## config.mk

```make
export PLATFORM = sky130hd
export DESIGN_NAME = regfile_wb_arbiter
export DESIGN_NICKNAME = d
export VERILOG_FILES = /design/src/rtl/rv_core_pkg.sv /design/src/rtl/sync_fifo.sv /design/src/rtl/regfile_wb_arbiter.sv
export SDC_FILE = /design/constraint.sdc
export NUM_CORES = 1
export LEC_CHECK = 0
export CORE_MARGIN = 2
export CORE_UTILIZATION = 55
export CTS_BUF_LIST = sky130_fd_sc_hd__clkbuf_8
export DETAILED_ROUTE_END_ITERATION = 8
export GPL_TIMING_DRIVEN = 0
export PLACE_DENSITY = 0.82
export SYNTH_ARGS = -nofsm -noshare
export SYNTH_HDL_FRONTEND = slang
export SYNTH_SLANG_ARGS = --single-unit
```

## constraint.sdc

```tcl
create_clock -name clock -period 4.97 [get_ports clock]
set_input_delay 0.994 -clock clock [delete_from_list [all_inputs] [get_ports clock]]
set_output_delay 0.994 -clock clock [all_outputs]
set_load 0.05 [all_outputs]
```

## src/rtl/rv_core_pkg.sv

```systemverilog
// Shared core-wide widths and the register-file write record used by the
// writeback arbiter and its divider result buffer.
package rv_core_pkg;

   localparam int REG_ADDR_W = 5;
   localparam int XLEN       = 32;

   typedef struct packed {
      logic [REG_ADDR_W-1:0] addr;
      logic [XLEN-1:0]       data;
   } rf_wr_t;

endpackage

```

## src/rtl/sync_fifo.sv

```systemverilog
// Small synchronous FIFO with the whole entry array and a per-slot valid
// vector exposed so the owner can scan buffered contents.
module sync_fifo #(
   parameter int DEPTH = 4,
   parameter int WIDTH = 8
) (
   input  logic                             clock,
   input  logic                             reset_n,
   input  logic                             push,
   input  logic [WIDTH-1:0]                 push_data,
   input  logic                             pop,
   output logic [WIDTH-1:0]                 head,
   output logic                             full,
   output logic                             empty,
   output logic [$clog2(DEPTH+1)-1:0]       count,
   output logic [DEPTH-1:0][WIDTH-1:0]      entries,
   output logic [DEPTH-1:0]                 entry_valid
);

   localparam int PTR_W = $clog2(DEPTH);
   localparam int CNT_W = $clog2(DEPTH+1);

   logic [DEPTH-1:0][WIDTH-1:0] mem;
   logic [PTR_W-1:0]            wr_ptr;
   logic [PTR_W-1:0]            rd_ptr;
   logic [PTR_W-1:0]            offset;
   logic                        do_push;
   logic                        do_pop;

   assign full    = (count == CNT_W'(DEPTH));
   assign empty   = (count == '0);
   assign do_push = push && !full;
   assign do_pop  = pop && !empty;
   assign head    = mem[rd_ptr];
   assign entries = mem;

   always_ff @(posedge clock or negedge reset_n) begin
      if (!reset_n) begin
         wr_ptr <= '0;
         rd_ptr <= '0;
         count  <= '0;
      end else begin
         if (do_push) wr_ptr <= wr_ptr + PTR_W'(1);
         if (do_pop)  rd_ptr <= rd_ptr + PTR_W'(1);
         case ({do_push, do_pop})
            2'b10:   count <= count + CNT_W'(1);
            2'b01:   count <= count - CNT_W'(1);
            default: count <= count;
         endcase
      end
   end

   // Storage needs no reset: slots are only observed through entry_valid.
   always_ff @(posedge clock) begin
      if (do_push) mem[wr_ptr] <= push_data;
   end

   // A slot is live when its distance from the read pointer (mod DEPTH) is below count.
   always_comb begin
      offset      = '0;
      entry_valid = '0;
      for (int i = 0; i < DEPTH; i++) begin
         offset         = PTR_W'(i) - rd_ptr;
         entry_valid[i] = ({1'b0, offset} < count);
      end
   end

endmodule

```

## src/rtl/regfile_wb_arbiter.sv

```systemverilog
// Shares the register-file write port between writeback and buffered divider
// results, forcing a one-cycle writeback stall when the buffer head starves.
module regfile_wb_arbiter
   import rv_core_pkg::*;
#(
   parameter int DEPTH    = 4,
   parameter int MAX_WAIT = 8
) (
   input  logic                  clock,
   input  logic                  reset_n,
   input  logic                  wb_we,
   input  logic [REG_ADDR_W-1:0] wb_addr_rd,
   input  logic [XLEN-1:0]       wb_data_rd,
   input  logic                  div_valid,
   output logic                  div_ready,
   input  logic [REG_ADDR_W-1:0] div_addr_rd,
   input  logic [XLEN-1:0]       div_data_rd,
   output logic                  wb_stall,
   output logic                  rf_write_enable,
   output logic [REG_ADDR_W-1:0] rf_addr_rd,
   output logic [XLEN-1:0]       rf_data_rd,
   output logic [XLEN-1:0]       pending_mask
);

   localparam int WAIT_W = $clog2(MAX_WAIT+1);
   localparam int CNT_W  = $clog2(DEPTH+1);
   localparam int ENT_W  = $bits(rf_wr_t);
   localparam logic [WAIT_W-1:0] WAIT_LIMIT = WAIT_W'(MAX_WAIT);

   rf_wr_t                      push_entry;
   rf_wr_t                      head;
   rf_wr_t                      scan_entry;
   logic [ENT_W-1:0]            head_bits;
   logic [DEPTH-1:0][ENT_W-1:0] entries;
   logic [DEPTH-1:0]            entry_valid;
   logic [CNT_W-1:0]            fifo_count;
   logic                        unused_count;
   logic                        fifo_full;
   logic                        fifo_empty;
   logic                        push;
   logic                        pop;
   logic                        wb_real;
   logic                        force_grant;
   logic [WAIT_W-1:0]           wait_cnt;

   assign push_entry   = '{addr: div_addr_rd, data: div_data_rd};
   assign head         = head_bits;
   assign unused_count = ^fifo_count;

   // Writes to x0 are dropped on both sides; holding reset_n low blocks every grant.
   assign div_ready   = reset_n && !fifo_full;
   assign push        = div_valid && div_ready && (div_addr_rd != '0);
   assign wb_real     = reset_n && wb_we && (wb_addr_rd != '0);
   assign force_grant = !fifo_empty && (wait_cnt == WAIT_LIMIT);

   sync_fifo #(
      .DEPTH (DEPTH),
      .WIDTH (ENT_W)
   ) u_fifo (
      .clock       (clock),
      .reset_n     (reset_n),
      .push        (push),
      .push_data   (push_entry),
      .pop         (pop),
      .head        (head_bits),
      .full        (fifo_full),
      .empty       (fifo_empty),
      .count       (fifo_count),
      .entries     (entries),
      .entry_valid (entry_valid)
   );

   always_comb begin
      rf_write_enable = 1'b0;
      rf_addr_rd      = '0;
      rf_data_rd      = '0;
      wb_stall        = 1'b0;
      pop             = 1'b0;
      if (force_grant) begin
         pop             = 1'b1;
         wb_stall        = 1'b1;
         rf_write_enable = 1'b1;
         rf_addr_rd      = head.addr;
         rf_data_rd      = head.data;
      end else if (wb_real) begin
         rf_write_enable = 1'b1;
         rf_addr_rd      = wb_addr_rd;
         rf_data_rd      = wb_data_rd;
      end else if (!fifo_empty) begin
         pop             = 1'b1;
         rf_write_enable = 1'b1;
         rf_addr_rd      = head.addr;
         rf_data_rd      = head.data;
      end
   end

   // Counts how long the current head has gone without a grant.
   always_ff @(posedge clock or negedge reset_n) begin
      if (!reset_n) begin
         wait_cnt <= '0;
      end else if (fifo_empty || pop) begin
         wait_cnt <= '0;
      end else if (wait_cnt != WAIT_LIMIT) begin
         wait_cnt <= wait_cnt + WAIT_W'(1);
      end
   end

   always_comb begin
      scan_entry   = '0;
      pending_mask = '0;
      for (int i = 0; i < DEPTH; i++) begin
         scan_entry = entries[i];
         if (entry_valid[i]) pending_mask[scan_entry.addr] = 1'b1;
      end
      pending_mask[0] = 1'b0;
   end

endmodule

```

======== After elaboration in Yosys (flattened, before gate mapping) ========
Index checks and enable logic that the tools add are counted.
cells by class
  add/subtract/negate cells ............... 9
  magnitude comparators ................... 15
  eq/ne operators ......................... 5
  muxes and demuxes ....................... 32
  bitwise operators ....................... 3
  reduce and logical (&&, ||, !) cells .... 21
operators with widths
  kind                                                                                  count
  32-bit two-way mux                                                                    7
  148-bit bitwise mux                                                                   1
  32-bit bitwise OR                                                                     3
  37-bit binary-select mux with 2-bit select                                            1
  37-bit demux with 2-bit select                                                        1
  37-bit two-way mux                                                                    2
  5-bit by 6-bit < comparator with 1-bit output (second input constant)                 4
  1-bit demux with 5-bit select                                                         4
  5-bit by 1-bit greater-or-equal comparator with 1-bit output (second input constant)  4
  5-bit two-way mux                                                                     3
  1-bit logical AND                                                                     13
  2-bit by 3-bit < comparator with 1-bit output                                         4
  1-bit two-way mux                                                                     10
  5-bit nonzero test                                                                    2
  4-bit two-way mux                                                                     2
  2-bit by 3-bit < comparator with 1-bit output (second input constant)                 2
  3-bit case mux with 2 select lines                                                    1
  2-bit by 1-bit adder with 2-bit output (second input constant)                        2
  4-bit by 1-bit adder with 4-bit output (second input constant)                        1
  4-bit == test (second input constant)                                                 1
  4-bit != test (second input constant)                                                 1
  2-bit nonzero test                                                                    2
  1-bit by 2-bit subtractor with 2-bit output (first input constant)                    2
  2-bit subtractor (first input constant)                                               2
  other kinds (9)                                                                       10
storage, ports and cells
  bits in registers ....................... 159
  bits of input ports ..................... 78
  output and inout bits ................... 72

======== Longest topological paths before layout ========
Gate-level depths: netlist of run 1.
  depth after elaboration ................. 11
  mapped depth ............................ 12
  mapped depth without buffers ............ 11

======== By module ========
Synthesis of run 1 repeated with hierarchy kept, for this count alone.
unflattened totals
  cell total of the unflattened synthesis .. 499
  area total of the unflattened synthesis .. 8044.0 sq um
modules (own cells, without submodules)
  module              instances  cells each  area an instance (sq um)  sequential area each (sq um)
  sync_fifo           1          250         5915.7                    4619.4
  regfile_wb_arbiter  1          249         2128.3                    100.1

======== Worst setup path before layout of run 1 ========
OpenSTA, ideal clock, no wires.
  path kind ............................... input to register
  start point ............................. input port reset_n
  end point ............................... register u_fifo.mem, in the netlist u_fifo.entries[0], enable pin
  library setup time ...................... 431 ps
  data arrival time ....................... 3916 ps
  data required time ...................... 4539 ps
  slack ................................... 622 ps
  stages on the path ...................... 4
  path buffers ............................ 0
  cells stage by stage .................... inv_1 a31oi_1 o211ai_2 nor2_1
between the ends
  longest elaborated chain between the ends .. 4
RTL lines
  what                             line                      text
  start: declaration               regfile_wb_arbiter.sv:10  input logic reset_n,
  1-bit logical AND                regfile_wb_arbiter.sv:51  assign div_ready = reset_n && !fifo_full;
  via div_ready                    regfile_wb_arbiter.sv:15  output logic div_ready,
  1-bit logical AND (2 in series)  regfile_wb_arbiter.sv:52  assign push = div_valid && div_ready && (div_addr_rd != '0);
  1-bit logical AND                sync_fifo.sv:32           assign do_push = push && !full;
  end signal: indexed assignment   sync_fifo.sv:55           if (do_push) mem[wr_ptr] <= push_data;
  end: declaration                 sync_fifo.sv:23           logic [DEPTH-1:0][WIDTH-1:0] mem;
The timed path passes the listed nets, and every way through them passes these cells.
A chain may end at the register's enable or synchronous reset.

======== Worst setup path after layout of run 1 ========
  start point ............................. input port wb_addr_rd[1]
  end point ............................... output port rf_data_rd[4]
between the ends
  longest elaborated chain between the ends .. 4
RTL lines
  what                line                      text
  start: declaration  regfile_wb_arbiter.sv:12  input logic [REG_ADDR_W-1:0] wb_addr_rd,
  5-bit nonzero test  regfile_wb_arbiter.sv:53  assign wb_real = reset_n && wb_we && (wb_addr_rd != '0);
  1-bit logical AND   regfile_wb_arbiter.sv:53
  32-bit two-way mux  regfile_wb_arbiter.sv:85  end else if (wb_real) begin
  32-bit two-way mux  regfile_wb_arbiter.sv:79  if (force_grant) begin
  end: declaration    regfile_wb_arbiter.sv:21  output logic [XLEN-1:0] rf_data_rd,
Every way passes these cells.

==> results of run 1 <==
registers in the layout, summed over array words and instances (netlist names):
register and flops:
u_fifo.wr_ptr 2, u_fifo.entries 148, u_fifo.count 3, u_fifo.rd_ptr 2, wait_cnt 4
how the worst min path moves through the flow:
| stage | from | to | cells past startpoint |
|---|---|---|---|
| floorplan | wait_cnt[0]$_DFFE_PN0P_ | wait_cnt[0]$_DFFE_PN0P_ | 1 |
| global placement | wait_cnt[0]$_DFFE_PN0P_ | wait_cnt[0]$_DFFE_PN0P_ | 1 |
| detailed placement | wait_cnt[0]$_DFFE_PN0P_ | wait_cnt[0]$_DFFE_PN0P_ | 1 |
| CTS | wait_cnt[0]$_DFFE_PN0P_ | wait_cnt[0]$_DFFE_PN0P_ | 1 |
| global route | wait_cnt[0]$_DFFE_PN0P_ | wait_cnt[0]$_DFFE_PN0P_ | 1 |
| finish | wait_cnt[0]$_DFFE_PN0P_ | wait_cnt[0]$_DFFE_PN0P_ | 1 |
power breakdown:
part	switching, mW	internal [mW]
clock network	0.517	0.465
registers	0.0836	1.63
logic	1.73	1.06
total	2.33	3.16
layout make-up:
cell class	instances	area [um^2]	share of cell area, %
sequential	159	4720	47.45
multi-input combinational	273	2728	27.42
timing repair buffer	152	1614	16.23
clock buffer	17	234.0	2.352
tap	180	225.2	2.264
clock inverter	15	178.9	1.799
buffer	28	142.6	1.434
inverter	28	105.1	1.057
Yosys cell counts (all sizes together), types with 11 or more instances:
cell / number / area [um^2]
inv: 28 / 105.1
dfrtp: 11 / 275.3
a22o: 37 / 324.1
o221ai: 29 / 254.0
a22oi: 18 / 135.1
clkbuf: 12 / 45.04
mux4: 37 / 833.3
ha: 11 / 137.6
nor2b: 13 / 81.33
nor2: 17 / 66.32
edfxtp: 148 / 4444
buf: 16 / 96.33
logic make-up (layout without fill, tap and decap cells):
| group | after synthesis | count (layout) | synth area share [%] |
|---|---|---|---|
| flip-flops | 159 | 159 | 61.58 |
| AO/OA/AOI/OAI | 120 | 120 | 13.84 |
| AND/OR/NAND/NOR | 93 | 93 | 7.200 |
| buffers and inverters | 56 | 240 | 3.216 |
| multiplexers | 38 | 38 | 11.02 |
| adder cells (fa/ha/maj) | 12 | 12 | 2.057 |
| XOR/XNOR | 9 | 9 | 1.028 |
| other | 1 | 1 | 0.04893 |
per-layer routing:
layer	vias up	wire, um	global-route usage (%)
met5	-	0	0
met1	2710	7763	35.12
met4	0	748	11.93
met3	46	1709	6.648
li1	2379	-	-
met2	284	10620	48.71
worst register-to-register path: cells and delay by family, from the launching register on:
kind            cells  cell delay [ns]
buf+inv             3             0.38
compound gates      1             0.13
xor+xnor            2             0.32
fa+ha+maj           3             0.72
flops               1             0.42
simple gates        3             0.53
repair_timing:
item,4_1_cts,5_1_grt
cloned,0,0
resized for setup,3,22
endpoints found under the setup margin,37,24
pin swaps,0,1
==> parameters.txt, run 1 <==
Parameter                              Value

Drt
  Routed Wire Length ... roughly 21 mm
  DR iter-0 viols ... 511
  Antenna Violating Nets Remaining ... 0
  Total via count after detailed routing ... 5419
  Detailed-route vias per instance ... 6.360
  # DRC ... 0
  Average detailed-routed wire length per instance ... between 20 and 25 um
  Number of search-and-repair iterations in the first detailed-routing pass ... 5

Placement
  Estimated wirelength of the detail-placed design ... 14.95 mm
  Placer congestion estimate ... ~0.94
  Cell total after placement ... 820
  Placed instance area ... 0.009480 mm^2
  Pre-CTS worst setup slack ... -0.09407 ns
  Number of I/O port buffers ... 148

Clocking
  Latest clock arrival within the worst-skew pair ... 0.46 ns
  Maximum count of clock buffers along a single path ... 2
  Root buffer cell ... sky130_fd_sc_hd__clkbuf_8
  Clock slew at the register clock pins of the worst setup and hold paths ... 0.08 ns
  Post-CTS setup buffers ... 0
  CTS Hold Buffers Added ... 0
  H-tree lvl count ... 4
  Number of buffers created by CTS ... 17
  TritonCTS clock tree ... yes
  CTS sink cnt ... 159

Worst setup path
  Critical Path Most Common Cell ... sky130_fd_sc_hd__clkdlybuf4s50_1
  Reg-to-reg slack, setup ... 2.41 ns
  Number of buffers and inverters on the critical path ... 3
  Worst setup path end ... rf_data_rd[4]
  Launch point of the critical path ... wb_addr_rd[1]
  Biggest fanout along the worst timing path ... 10
  Worst stage delay on the critical path ... 0.82 ns
  Critical Path Slowest Stage Cell ... sky130_fd_sc_hd__clkdlybuf4s50_1
  Critical path arrival ... 3.85 ns
  Required time at the endpoint of the critical path ... 3.98 ns
  Start-to-end type of the worst setup path ... input pin to output port
  Destination of the worst register-to-register timing path ... u_fifo.count[2]$_DFFE_PN0P_
  Startpoint of the worst-slack reg-to-reg timing path ... wait_cnt[0]$_DFFE_PN0P_
  Critical path depth in cells ... 7
  Cell family with the largest share of critical-path delay ... buffers and inverters
  Worst Reg2Reg Path Length in Cells ... 12
  Setup crit start kind ... input pin
  List of cells traversed by the critical path ... clkdlybuf4s50_1 -> or4_1 -> o211ai_2 -> and2b_1 -> buf_2 -> a22o_1 -> clkdlybuf4s50_1
  Endpoint kind of the worst setup timing path ... output port

Pwr
  Leakage power of the design ... around 3.7 nW
  Worst IR drop on VDD ... 458.4 uV
  Power consumption ... ~5.5 mW
  Power Density ... ~550 mW/mm^2

Synthesis
  Primary FF master, synth ... sky130_fd_sc_hd__edfxtp_1
  Total number of yosys warnings ... 0
  Number of cells produced by synthesis ... 488
  FF+latch count, synth ... 159
  Fraction of synthesis flops using an asynchronous set or reset pin ... 6.918%
  Mean cell area of the mapped netlist ... 15.70 um^2
  Seq/Total Area, Yosys ... 61.58%
  Count of cell types in the netlist ... 56
  Post-synth EDFFs ... roughly 150
  Post-synth net total ... 578
  Post-synthesis instance area ... 0.007664 mm^2

Timing
  Sum of negative setup slack ... 0 ns
  Count of endpoints failing hold in the final timing report ... 0
  RSZ-0062 raised after global routing ... no
  Final worst setup slack ... ~0.13 ns
  Fin crit share ... between 90% and 100%
  Post-layout min period ... 4.842 ns
  Fin Clk Skew ... 0.02353 ns
  Remaining max-slew budget at the tightest pin ... 38.11%
  Actual transition at the worst max-transition pin ... approximately 0.9 ns
  Count of final setup violators ... 0
  Final number of max-transition violations ... 0
  Minimum hold slack ... 0.5232 ns
  Highest achievable clock rate ... 206.5 MHz

Floorplanning
  Die outline area ... 0.01489 mm^2
  Top Ports ... 150
  Die height ... 122.0 um
  Starting density of the core ... a little under three fifths
  Die Width ... 122.0 um
  Row count ... 43
  Placeable core region ... 0.01372 mm^2

GRT
  Maximum number of pins on one net before global-route repair ... 27
  Global router's overall resource usage ... roughly 29%
  Via count of the first global-routing pass ... 5466
  Number of antenna violations at the first check in global routing ... 0
  First-pass GRT wire length ... 31.02 mm
  Overall overflow remaining after global route ... 0

Finish
  Leading cell type in the layout, fill and taps excluded ... sky130_fd_sc_hd__edfxtp_1
  Number of standard cells in the layout, taps in and fillers out ... roughly 850
  Number of filler instances in the final layout ... 855
  Fraction of layout instances using a drive strength above 1 ... 16.07%
  Total number of nets in the final design ... 749
  Count of antenna diodes in the layout ... 0
  Area Growth Syn to Fin ... 29.80%
  Most frequent cells in the layout ... 148 x sky130_fd_sc_hd__edfxtp_1, 124 x sky130_fd_sc_hd__clkdlybuf4s50_1, 37 x sky130_fd_sc_hd__mux4_2, 37 x sky130_fd_sc_hd__a22o_1, 29 x sky130_fd_sc_hd__o221ai_1
  End-of-flow core utilization ... 72.50%
  Area of all placed cells without fillers ... 0.009947 mm^2

Hold path
  Worst hold path class ... flip-flop to flip-flop

Status
  Run status ... complete, no violations

Job
  Max Cap Viol ... 0
(Power assumes the default switching activity.)
==> inputs of run 2 (changes only) <==
--- a/config.mk
+++ b/config.mk
@@ -8,6 +8,7 @@
 export CORE_MARGIN = 2
 export CORE_UTILIZATION = 55
 export CTS_BUF_LIST = sky130_fd_sc_hd__clkbuf_8
+export CTS_CLUSTER_SIZE = 16
 export DETAILED_ROUTE_END_ITERATION = 8
 export GPL_TIMING_DRIVEN = 0
 export PLACE_DENSITY = 0.82
==> results of run 2 <==
The final DEF is identical to that of run 1; final timing and power are the same.
==> inputs of run 3 (changes only) <==
--- a/config.mk
+++ b/config.mk
@@ -8,6 +8,7 @@
 export CORE_MARGIN = 2
 export CORE_UTILIZATION = 55
 export CTS_BUF_LIST = sky130_fd_sc_hd__clkbuf_8
+export CTS_CLUSTER_DIAMETER = 80
 export CTS_CLUSTER_SIZE = 16
 export DETAILED_ROUTE_END_ITERATION = 8
 export GPL_TIMING_DRIVEN = 0
==> results of run 3 <==
The final DEF is identical to that of run 1; final timing and power are the same.
